$ cat src/rtl/uart_tx_frame_engine_pkg.sv
// Shared types and constants for the UART transmit frame engine.
package uart_tx_pkg;

    // Widest data word any build of the engine supports.
    localparam int MAX_DATA_WIDTH = 9;

    // Frame sequencer states.
    typedef enum logic [2:0] {
        S_IDLE   = 3'd0,
        S_START  = 3'd1,
        S_DATA   = 3'd2,
        S_PARITY = 3'd3,
        S_STOP   = 3'd4,
        S_STOP2  = 3'd5
    } state_t;

    // Line-select codes for the registered output mux.
    localparam logic [1:0] SEL_START = 2'b00;
    localparam logic [1:0] SEL_DATA  = 2'b01;
    localparam logic [1:0] SEL_PAR   = 2'b10;
    localparam logic [1:0] SEL_STOP  = 2'b11;

    // Parity over a zero-extended word; zero padding does not change the XOR.
    // odd=0 gives even parity, odd=1 gives odd parity.
    function automatic logic parity_bit(input logic [MAX_DATA_WIDTH-1:0] data, input logic odd);
        return (^data) ^ odd;
    endfunction

endpackage

$ cat src/rtl/uart_tx_frame_engine_if.sv
// Request/line bundle between a word producer and the UART transmit engine.
interface uart_tx_frame_engine_if #(
    parameter int DATA_WIDTH = 8
);
    logic                  BIT_TICK;
    logic [DATA_WIDTH-1:0] P_DATA;
    logic                  DATA_VALID;
    logic                  PAR_EN;
    logic                  PAR_TYP;
    logic                  STOP2;
    logic                  TX_OUT;
    logic                  BUSY;
    logic                  DATA_ACK;

    // Producer side: supplies words, frame options and bit pacing.
    modport master (
        output BIT_TICK, P_DATA, DATA_VALID, PAR_EN, PAR_TYP, STOP2,
        input  TX_OUT, BUSY, DATA_ACK
    );

    // Engine side: consumes requests, drives the serial line and status.
    modport slave (
        input  BIT_TICK, P_DATA, DATA_VALID, PAR_EN, PAR_TYP, STOP2,
        output TX_OUT, BUSY, DATA_ACK
    );
endinterface

$ cat src/rtl/uart_tx_frame_engine_line_sel.sv
// Registered 4:1 line driver: start, data bit, parity or stop/idle level.
module uart_tx_line_sel
    import uart_tx_pkg::*;
#(
    parameter bit IDLE_LEVEL = 1'b1
) (
    input  logic       CLK,
    input  logic       RST,
    input  logic [1:0] sel,
    input  logic       data_bit,
    input  logic       par_bit,
    output logic       tx
);

    // Register the selected line level so the serial output never glitches.
    // NOTE: sequential state uses <= so every flop samples pre-edge values.
    always_ff @(posedge CLK) begin
        if (RST) begin
            tx <= IDLE_LEVEL;
        end else begin
            case (sel)
                SEL_START: tx <= ~IDLE_LEVEL;
                SEL_DATA:  tx <= data_bit;
                SEL_PAR:   tx <= par_bit;
                SEL_STOP:  tx <= IDLE_LEVEL;
                default:   tx <= IDLE_LEVEL;
            endcase
        end
    end

endmodule

$ cat src/rtl/uart_tx_frame_engine.sv
// UART transmit engine: start / LSB-first data / optional parity / 1-2 stop bits,
// paced by an external bit tick, with back-to-back frames on the final tick.
module uart_tx_frame_engine
    import uart_tx_pkg::*;
#(
    parameter int DATA_WIDTH = 8,
    parameter bit IDLE_LEVEL = 1'b1
) (
    input  logic                 CLK,
    input  logic                 RST,
    uart_tx_frame_engine_if.slave bus
);

    localparam int               CNT_W    = (DATA_WIDTH > 1) ? $clog2(DATA_WIDTH) : 1;
    localparam logic [CNT_W-1:0] LAST_BIT = CNT_W'(DATA_WIDTH - 1);

    state_t                  state;
    state_t                  state_nxt;
    logic [CNT_W-1:0]        bit_cnt;
    logic [CNT_W-1:0]        bit_cnt_nxt;
    logic                    accept;
    logic                    frame_end;
    logic                    busy_q;
    logic                    ack_q;

    logic [DATA_WIDTH-1:0]   data_q;
    logic                    par_en_q;
    logic                    par_typ_q;
    logic                    stop2_q;

    logic [1:0]              sel_nxt;
    logic                    data_bit_nxt;
    logic                    par_bit;

    // Next-state logic: advance one bit per tick, accept in idle or on the final tick.
    // NOTE: every output of a combinational block gets a default first, so no latch is inferred.
    always_comb begin
        state_nxt   = state;
        bit_cnt_nxt = bit_cnt;
        accept      = 1'b0;
        frame_end   = 1'b0;
        case (state)
            S_IDLE: begin
                accept = bus.DATA_VALID;
            end
            S_START: begin
                if (bus.BIT_TICK) begin
                    state_nxt   = S_DATA;
                    bit_cnt_nxt = '0;
                end
            end
            S_DATA: begin
                if (bus.BIT_TICK) begin
                    if (bit_cnt < LAST_BIT) begin
                        bit_cnt_nxt = bit_cnt + CNT_W'(1);
                    end else if (par_en_q) begin
                        state_nxt = S_PARITY;
                    end else begin
                        state_nxt = S_STOP;
                    end
                end
            end
            S_PARITY: begin
                if (bus.BIT_TICK) begin
                    state_nxt = S_STOP;
                end
            end
            S_STOP: begin
                if (bus.BIT_TICK) begin
                    if (stop2_q) begin
                        state_nxt = S_STOP2;
                    end else begin
                        frame_end = 1'b1;
                    end
                end
            end
            S_STOP2: begin
                if (bus.BIT_TICK) begin
                    frame_end = 1'b1;
                end
            end
            default: begin
                state_nxt = S_IDLE;
            end
        endcase

        if (frame_end) begin
            accept    = bus.DATA_VALID;
            state_nxt = S_IDLE;
        end
        if (accept) begin
            state_nxt = S_START;
        end
    end

    // Line select follows the state being entered, so TX_OUT changes together with it.
    always_comb begin
        case (state_nxt)
            S_START:  sel_nxt = SEL_START;
            S_DATA:   sel_nxt = SEL_DATA;
            S_PARITY: sel_nxt = SEL_PAR;
            default:  sel_nxt = SEL_STOP;
        endcase
    end

    assign data_bit_nxt = data_q[bit_cnt_nxt];
    assign par_bit      = parity_bit(MAX_DATA_WIDTH'(data_q), par_typ_q);

    // State register, bit counter and registered status outputs.
    always_ff @(posedge CLK) begin
        if (RST) begin
            state   <= S_IDLE;
            bit_cnt <= '0;
            busy_q  <= 1'b0;
            ack_q   <= 1'b0;
        end else begin
            state   <= state_nxt;
            bit_cnt <= bit_cnt_nxt;
            busy_q  <= (state_nxt != S_IDLE);
            ack_q   <= accept;
        end
    end

    // Capture the word and its frame options on accept; inputs are free afterwards.
    // NOTE: shadow registers carry no reset; they are only read after an accept loads them.
    always_ff @(posedge CLK) begin
        if (accept) begin
            data_q    <= bus.P_DATA;
            par_en_q  <= bus.PAR_EN;
            par_typ_q <= bus.PAR_TYP;
            stop2_q   <= bus.STOP2;
        end
    end

    uart_tx_line_sel #(
        .IDLE_LEVEL (IDLE_LEVEL)
    ) u_line_sel (
        .CLK      (CLK),
        .RST      (RST),
        .sel      (sel_nxt),
        .data_bit (data_bit_nxt),
        .par_bit  (par_bit),
        .tx       (bus.TX_OUT)
    );

    assign bus.BUSY     = busy_q;
    assign bus.DATA_ACK = ack_q;

endmodule

$ cat src/flat_wrapper.sv
// flat-port wrapper written by rule: the top's interface ports become plain ports
module uart_tx_frame_engine_flat import uart_tx_pkg::*;
#(
    parameter int DATA_WIDTH = 8,
    parameter bit IDLE_LEVEL = 1'b1
)
  (CLK, RST, bus_BIT_TICK, bus_P_DATA, bus_DATA_VALID, bus_PAR_EN, bus_PAR_TYP, bus_STOP2, bus_TX_OUT, bus_BUSY, bus_DATA_ACK);
  uart_tx_frame_engine_if #(.DATA_WIDTH(DATA_WIDTH)) bus_i ();
  input  logic CLK;
  input  logic RST;
  input wire logic [$bits(bus_i.BIT_TICK)-1:0] bus_BIT_TICK;
  input wire logic [$bits(bus_i.P_DATA)-1:0] bus_P_DATA;
  input wire logic [$bits(bus_i.DATA_VALID)-1:0] bus_DATA_VALID;
  input wire logic [$bits(bus_i.PAR_EN)-1:0] bus_PAR_EN;
  input wire logic [$bits(bus_i.PAR_TYP)-1:0] bus_PAR_TYP;
  input wire logic [$bits(bus_i.STOP2)-1:0] bus_STOP2;
  output wire logic [$bits(bus_i.TX_OUT)-1:0] bus_TX_OUT;
  output wire logic [$bits(bus_i.BUSY)-1:0] bus_BUSY;
  output wire logic [$bits(bus_i.DATA_ACK)-1:0] bus_DATA_ACK;
  assign bus_i.BIT_TICK = bus_BIT_TICK;
  assign bus_i.P_DATA = bus_P_DATA;
  assign bus_i.DATA_VALID = bus_DATA_VALID;
  assign bus_i.PAR_EN = bus_PAR_EN;
  assign bus_i.PAR_TYP = bus_PAR_TYP;
  assign bus_i.STOP2 = bus_STOP2;
  assign bus_TX_OUT = bus_i.TX_OUT;
  assign bus_BUSY = bus_i.BUSY;
  assign bus_DATA_ACK = bus_i.DATA_ACK;
  uart_tx_frame_engine #(.DATA_WIDTH(DATA_WIDTH), .IDLE_LEVEL(IDLE_LEVEL)) u_core (.CLK(CLK), .RST(RST), .bus(bus_i));
endmodule
$ cat config.mk
export PLATFORM = sky130hd
export DESIGN_NAME = uart_tx_frame_engine_flat
export DESIGN_NICKNAME = d
export VERILOG_FILES = /design/src/rtl/uart_tx_frame_engine_pkg.sv /design/src/rtl/uart_tx_frame_engine_if.sv /design/src/rtl/uart_tx_frame_engine_line_sel.sv /design/src/rtl/uart_tx_frame_engine.sv /design/src/flat_wrapper.sv
export SDC_FILE = /design/constraint.sdc
export NUM_CORES = 1
export LEC_CHECK = 0
export CAP_MARGIN = 10
export CORE_MARGIN = 3
export CORE_UTILIZATION = 45
export DETAILED_ROUTE_END_ITERATION = 7
export PLACE_DENSITY = 0.69
export SKIP_LAST_GASP = 1
export SLEW_MARGIN = 20
export SYNTH_ARGS = -nofsm -noshare
export SYNTH_HDL_FRONTEND = slang
export SYNTH_SLANG_ARGS = --single-unit
$ cat constraint.sdc
create_clock -name CLK -period 2.05 [get_ports CLK]
set_input_delay 0.615 -clock CLK [delete_from_list [all_inputs] [get_ports CLK]]
set_output_delay 0.615 -clock CLK [all_outputs]
set_load 0.1 [all_outputs]
# Word level (Yosys, flattened, before mapping)

Index checks and enable logic that the tools add are counted.

Reduce and logical (&&, ||, !) cells: 5
$add $sub $neg: 1
Mux-type cells: 24
Equal/unequal tests: 11
Bitwise logic cells: 1
Order comparisons: 2

Operator list:

| kind                                                                   | number |
|---|---|
| 3-bit two-way mux                                                      | 12 |
| 3-bit case mux with 5 select lines                                     | 1 |
| 3-bit by 2-bit equality test with 1-bit output (second input constant) | 4 |
| 9-bit parity                                                           | 1 |
| 3-bit by 1-bit equality test with 1-bit output (second input constant) | 2 |
| 3-bit equality test (second input constant)                            | 2 |
| 1-bit two-way mux                                                      | 6 |
| 2-bit case mux with 3 select lines                                     | 1 |
| 3-bit case mux with 2 select lines                                     | 1 |
| 2-bit equality test (second input constant)                            | 2 |
| 3-bit by 4-bit < comparator with 1-bit output (second input constant)  | 1 |
| 1-bit case mux with 4 select lines                                     | 1 |
| 3-bit by 1-bit adder with 3-bit output (second input constant)         | 1 |
| 1-bit binary-select mux with 3-bit select                              | 1 |
| 3-bit logical NOT                                                      | 1 |
| 3-bit < comparator (second input constant)                             | 1 |
| 3-bit nonzero test                                                     | 1 |
| 2-bit by 1-bit equality test with 1-bit output (second input constant) | 1 |
| 2-bit logical NOT                                                      | 1 |
| 1-bit case mux with 2 select lines                                     | 1 |
| 2-bit OR reduction                                                     | 1 |
| 1-bit bitwise XOR                                                      | 1 |

Word-level logic and storage cells: 53
Output and inout bits: 3
Bits of input ports: 15
Bits in registers: 20

# Logic depth before layout (Yosys ltp)

Gate-level depths: netlist of run 1.

Depth in word-level cells: 10
Depth in mapped cells: 7
Gate-level depth less buffers: 6

# Modules after synthesis

A second synthesis of run 1 with hierarchy kept.

Cell total of the unflattened synthesis: 118
Area total of the unflattened synthesis: 1193.6 um2

Modules (own cells, without submodules):

| module               | seq. area each (um2) | instances | area each (um2) | cells an instance |
|---|---|---|---|---|
| uart_tx_frame_engine | 490.5                | 1         | 1157.4          | 114 |
| uart_tx_line_sel     | 20.0                 | 1         | 36.3            | 4 |

# Least setup slack after synthesis of run 1

No wires, ideal clock.

Path kind: input to register
From: in bus_BIT_TICK
To: reg u_core.u_line_sel.tx
Data arrival time: 1.821 ns
Path slack: 0.110 ns
Data required time: 1.930 ns
Cell stages on the path: 6
Cells stage by stage: buf_6 > nor2b_1 > o21a_1 > o32a_4 > or3b_1 > o31a_1

Cells in the longest elaborated chain, start to end: 8

Ends and longest elaborated chain:

| element                                                                                                                 | RTL line                            | text |
|---|---|---|
| start, declared                                                                                                         | flat_wrapper.sv:11                  | `input wire logic [$bits(bus_i.BIT_TICK)-1:0] bus_BIT_TICK;` |
| 3-bit two-way mux, or another cell as far along                                                                         | uart_tx_frame_engine.sv:69          | `if (bus.BIT_TICK) begin` |
| 3-bit case mux with 5 select lines / 1-bit case mux with 2 select lines (equally long branches)                         | uart_tx_frame_engine.sv:42          | `case (state)` |
| 3-bit two-way mux / 1-bit two-way mux (equally long branches)                                                           | uart_tx_frame_engine.sv:87          | `if (frame_end) begin` |
| 3-bit two-way mux                                                                                                       | uart_tx_frame_engine.sv:91          | `if (accept) begin` |
| 3-bit by 2-bit equality test with 1-bit output / 3-bit by 1-bit equality test with 1-bit output (equally long branches) | uart_tx_frame_engine.sv:98          | `case (state_nxt)` |
| 2-bit case mux with 3 select lines                                                                                      | uart_tx_frame_engine.sv:98          |  |
| 2-bit equality test, or another cell as far along                                                                       | uart_tx_frame_engine_line_sel.sv:21 | `case (sel)` |
| 1-bit case mux with 4 select lines *                                                                                    | uart_tx_frame_engine_line_sel.sv:21 |  |
| end signal, assigned                                                                                                    | uart_tx_frame_engine_line_sel.sv:22 | `SEL_START: tx <= ~IDLE_LEVEL;` |
| end signal, assigned                                                                                                    | uart_tx_frame_engine_line_sel.sv:23 | `SEL_DATA: tx <= data_bit;` |
| end signal, assigned                                                                                                    | uart_tx_frame_engine_line_sel.sv:24 | `SEL_PAR: tx <= par_bit;` |
| end, declared                                                                                                           | uart_tx_frame_engine_line_sel.sv:12 | `output logic tx` |

Every way passes the cells marked *; elsewhere a longest branch is shown, timed or not. The select of a mux whose other input is x is not followed.
A chain may end at the register's enable or synchronous reset.

# Worst setup path in the final report of run 1

Same ends and word-level chain as after synthesis.

==> results of run 1 <==
==> final cells by class <==
cell class / instances / area (um^2)
fillers: 196 / 827
flip-flops and latches: 20 / 510
multi-input cells: 65 / 523
well taps: 28 / 35.0
repair buffers: 32 / 312
clock buffers: 4 / 26.3
==> power breakdown <==
part           internal (mW)  total (mW)  switching, mW
sequential             0.462       0.496         0.0341
combinational          0.169       0.323          0.154
clock                 0.0759       0.196          0.120
==> metrics by stage <==
step / power (mW) / setup TNS [ns]
floorplan: 0.707 / 0
global placement: 0.817 / -1.74
detailed placement: 0.822 / -1.80
CTS: 1.02 / 0
global route: 1.05 / 0
finish: 1.01 / 0
==> state kept, by name, summed over array words and instances (netlist names) <==
signal                count
u_core.data_q             8
u_core.bit_cnt            3
u_core.state              3
u_core.bus.BUSY           1
u_core.bus.DATA_ACK       1
u_core.par_en_q           1
u_core.par_typ_q          1
u_core.stop2_q            1
u_core.u_line_sel.tx      1
==> repair_timing <==
item,4_1_cts,5_1_grt
buffers inserted,1,0
endpoints found under the setup margin,1,0
resized for setup,5,0
==> logic make-up after synthesis <==
group,after synthesis
flip-flops,20
AO/OA/AOI/OAI,18
XOR/XNOR,9
buffers and inverters,5
adder cells (fa/ha/maj),1
multiplexers,5
AND/OR/NAND/NOR,32
==> critical path, cell delays in order <==
cell and delay, ns:
sky130_fd_sc_hd__dlygate4sd2_1 0.27, sky130_fd_sc_hd__nor2b_4 0.15, sky130_fd_sc_hd__o21a_1 0.14, sky130_fd_sc_hd__o32a_4 0.39, sky130_fd_sc_hd__or3b_1 0.38, sky130_fd_sc_hd__o31a_1 0.11
==> placed cells by master, fill, tap and decap left out, types with 2 or more instances in the layout <==
cell                              Yosys  routed
sky130_fd_sc_hd__xnor2_1              6       6
sky130_fd_sc_hd__a31oi_1              3       3
sky130_fd_sc_hd__edfxtp_1            11      11
sky130_fd_sc_hd__nor3_1               3       3
sky130_fd_sc_hd__buf_4                1      15
sky130_fd_sc_hd__nor2b_1              3       3
sky130_fd_sc_hd__dfxtp_1              9       9
sky130_fd_sc_hd__nand2b_1             5       5
sky130_fd_sc_hd__mux2i_1              5       5
sky130_fd_sc_hd__and2b_1              2       2
sky130_fd_sc_hd__buf_12               0       3
sky130_fd_sc_hd__clkdlybuf4s50_1      0      13
sky130_fd_sc_hd__nor2_1               9       9
sky130_fd_sc_hd__o21a_1               2       2
sky130_fd_sc_hd__clkbuf_4             0       3
sky130_fd_sc_hd__nand2_1              5       4
==> how the worst min path moves through the flow <==
stage	startpoint	endpoint	cells after the start
2_1_floorplan	u_core.state[1]	u_core.state[1]	3
3_3_place_gp	u_core.bit_cnt[0]	u_core.bit_cnt[0]	2
3_5_place_dp	u_core.bit_cnt[0]	u_core.bit_cnt[0]	2
4_1_cts	u_core.data_q[5]	u_core.u_line_sel.tx	3
5_1_grt	u_core.data_q[0]	u_core.u_line_sel.tx	3
6_report	u_core.data_q[3]	u_core.u_line_sel.tx	3
==> layer usage <==
metal / up-vias / GRT usage (%) / share of wire, % / wire length [um]
li1: 386 / - / - / -
met1: 373 / 18.6 / 45 / 893
met2: 14 / 25.2 / 49 / 975
met3: 4 / 3.27 / 3.8 / 76
met4: 0 / 8.71 / 1.6 / 31
met5: - / 0 / 0 / 0
==> run summary, run 1 <==
=====================================================================================================
Status .................................................................................    completed
Count of input and output buffers ......................................................           17
Count of distinct cell types in the synthesized netlist ................................           36
Slew at the pin closest to its max-slew limit ..........................................     0.375 ns
Count of inserted antenna diode cells ..................................................            0
Via-to-Cell Ratio ......................................................................         5.21
Maximum number of pins on one net before global-route repair ...........................           12
Final antenna-violating net count ......................................................            0
Number of global-route vias before repair ..............................................          749
Area added between synthesis and finish ................................................        31.8%
Antenna violations before repair .......................................................            0
Fraction of synthesized area in multiplexers ...........................................        4.69%
Worst reg2reg path startpoint .......................................................... u_core.bit_cnt[0]
Total Routed Length ....................................................................      1.98 mm
Post-synth EDFFs .......................................................................           11
YS warnings ............................................................................            0
Horizontal die dimension ...............................................................      54.7 um
Cell depth of the worst flop-to-flop path ..............................................            5
RSZ-0062 raised after global routing ...................................................        false
DR vias ................................................................................          777
Proportion of register bits with asynchronous set or reset after synthesis .............           0%
Inserted Clock Buffers .................................................................            3
Maximum ir drop on the vdd rail ........................................................     0.499 mV
Post-synthesis xor/xnor area fraction ..................................................        10.1%
Post-layout worst setup margin .........................................................     0.197 ns
Minimum period implied by the final worst setup slack ..................................      1.85 ns
Clock Sink Count .......................................................................           20
Total count of max-transition violations in the final report ...........................            0
Fin nets ...............................................................................          138
Worst Setup Path Type .................................................................. primary input to register
Global Route Usage Sum .................................................................        15.5%
Initial core utilization ...............................................................        47.8%
Overflow after GRT .....................................................................            0
Clk Latency, worst-skew pair ...........................................................      0.30 ns
Total power density per cell area ......................................................  722 mW/mm^2
Critical path origin ................................................................... bus_BIT_TICK
Area contributors post-synth ........................................................... sky130_fd_sc_hd__edfxtp_1, sky130_fd_sc_hd__dfxtp_1, sky130_fd_sc_hd__xnor2_1
Minimum setup slack after placement ....................................................    -0.442 ns
Setup crit end ......................................................................... u_core.u_line_sel.tx
Critical-path maximum fanout ...........................................................            4
Total leakage power ....................................................................     0.566 nW
Synthesized-area fraction occupied by and/or/nand/nor cells ............................        17.0%
Worst hold margin ......................................................................     0.754 ns
Placed cell areas ...................................................................... 0.00136 mm^2
Average instance area after synthesis ..................................................    11.9 um^2
Synth Area in Compound Gates ...........................................................        14.4%
Post-synthesis share of cell area spent on full adders, half adders and majority gates .        1.17%
Iteration-0 DRC count of the detailed router ...........................................            7
Worst R2R Setup Slack ..................................................................      0.21 ns
Drt pass-1 iters .......................................................................            6
Synth top area share ...................................................................        30.9%
Placed wire-length estimate ............................................................      1.49 mm
Count of maximum capacitance violations ................................................            0
CTS Hold Buffers Added .................................................................            0
Buffers from clock root to sink, at most ...............................................            2
Count of state elements after synthesis ................................................           20
Crit path required time ................................................................      2.25 ns
Clock Skew .............................................................................   0.00207 ns
Row Count ..............................................................................           17
Cell at the root of the clock tree ..................................................... sky130_fd_sc_hd__clkbuf_4
Core area .............................................................................. 0.00223 mm^2
Commonest cells post-synth ............................................................. sky130_fd_sc_hd__edfxtp_1, sky130_fd_sc_hd__dfxtp_1, sky130_fd_sc_hd__nor2_1
DRC violations left ....................................................................            0
First-pass GRT wire length .............................................................      3.19 mm
DIE AREA ............................................................................... 0.00299 mm^2
IO Count ...............................................................................           18
Cell with the most instances after synthesis ........................................... sky130_fd_sc_hd__edfxtp_1
Share of the yosys chip area belonging to registers ....................................        47.8%
FF-to-FF End ........................................................................... u_core.u_line_sel.tx
Post-synthesis net count ...............................................................          106
Placed Instances .......................................................................          144
Total of endpoints with negative setup slack in the final report .......................            0
TritonCTS clock tree ...................................................................         done
Number of standard cells after synthesis ...............................................           90
Netlist area before placement .......................................................... 0.00107 mm^2
Most used flip-flop cell after synthesis ............................................... sky130_fd_sc_hd__edfxtp_1
Most area-hungry cell type in the Yosys netlist ........................................ sky130_fd_sc_hd__edfxtp_1
Final hold viol count ..................................................................            0
Final cell count without fillers .......................................................          149
Routability cong. ......................................................................        0.802
Final clock period utilization by the worst path .......................................        90.4%
Data arrival time of the critical path .................................................      2.06 ns
Worst slew slack as a fraction of its limit ............................................        74.9%
Fmax achieved ..........................................................................      540 MHz
Layout Cell Area excl Fill ............................................................. 0.00141 mm^2
Worst hold path class .................................................................. register to register
Post-layout util .......................................................................        63.0%
Main combinational cell family by area after synthesis ................................. simple AND/OR/NAND/NOR gates
Clock Pin Slew Worst Setup and Hold Paths ..............................................      0.11 ns
Fraction of final layout cells sized beyond drive strength 1 ...........................        25.6%
Category of the worst setup path launch point .......................................... primary input
Kind of end point of the critical path .................................................     register
Wirelength per Cell ....................................................................      13.3 um
Level count of the clock H-tree ........................................................            1
Die Span Y .............................................................................      54.7 um
=====================================================================================================
Power figures use the tool's default switching activity.
==> inputs of run 2 (changes only) <==
Settings changed: ABC_AREA from default to 0, TNS_END_PERCENT from default to 30.
==> results of run 2 <==
Same layout as run 1: the final DEF is identical, and so are final timing and power.
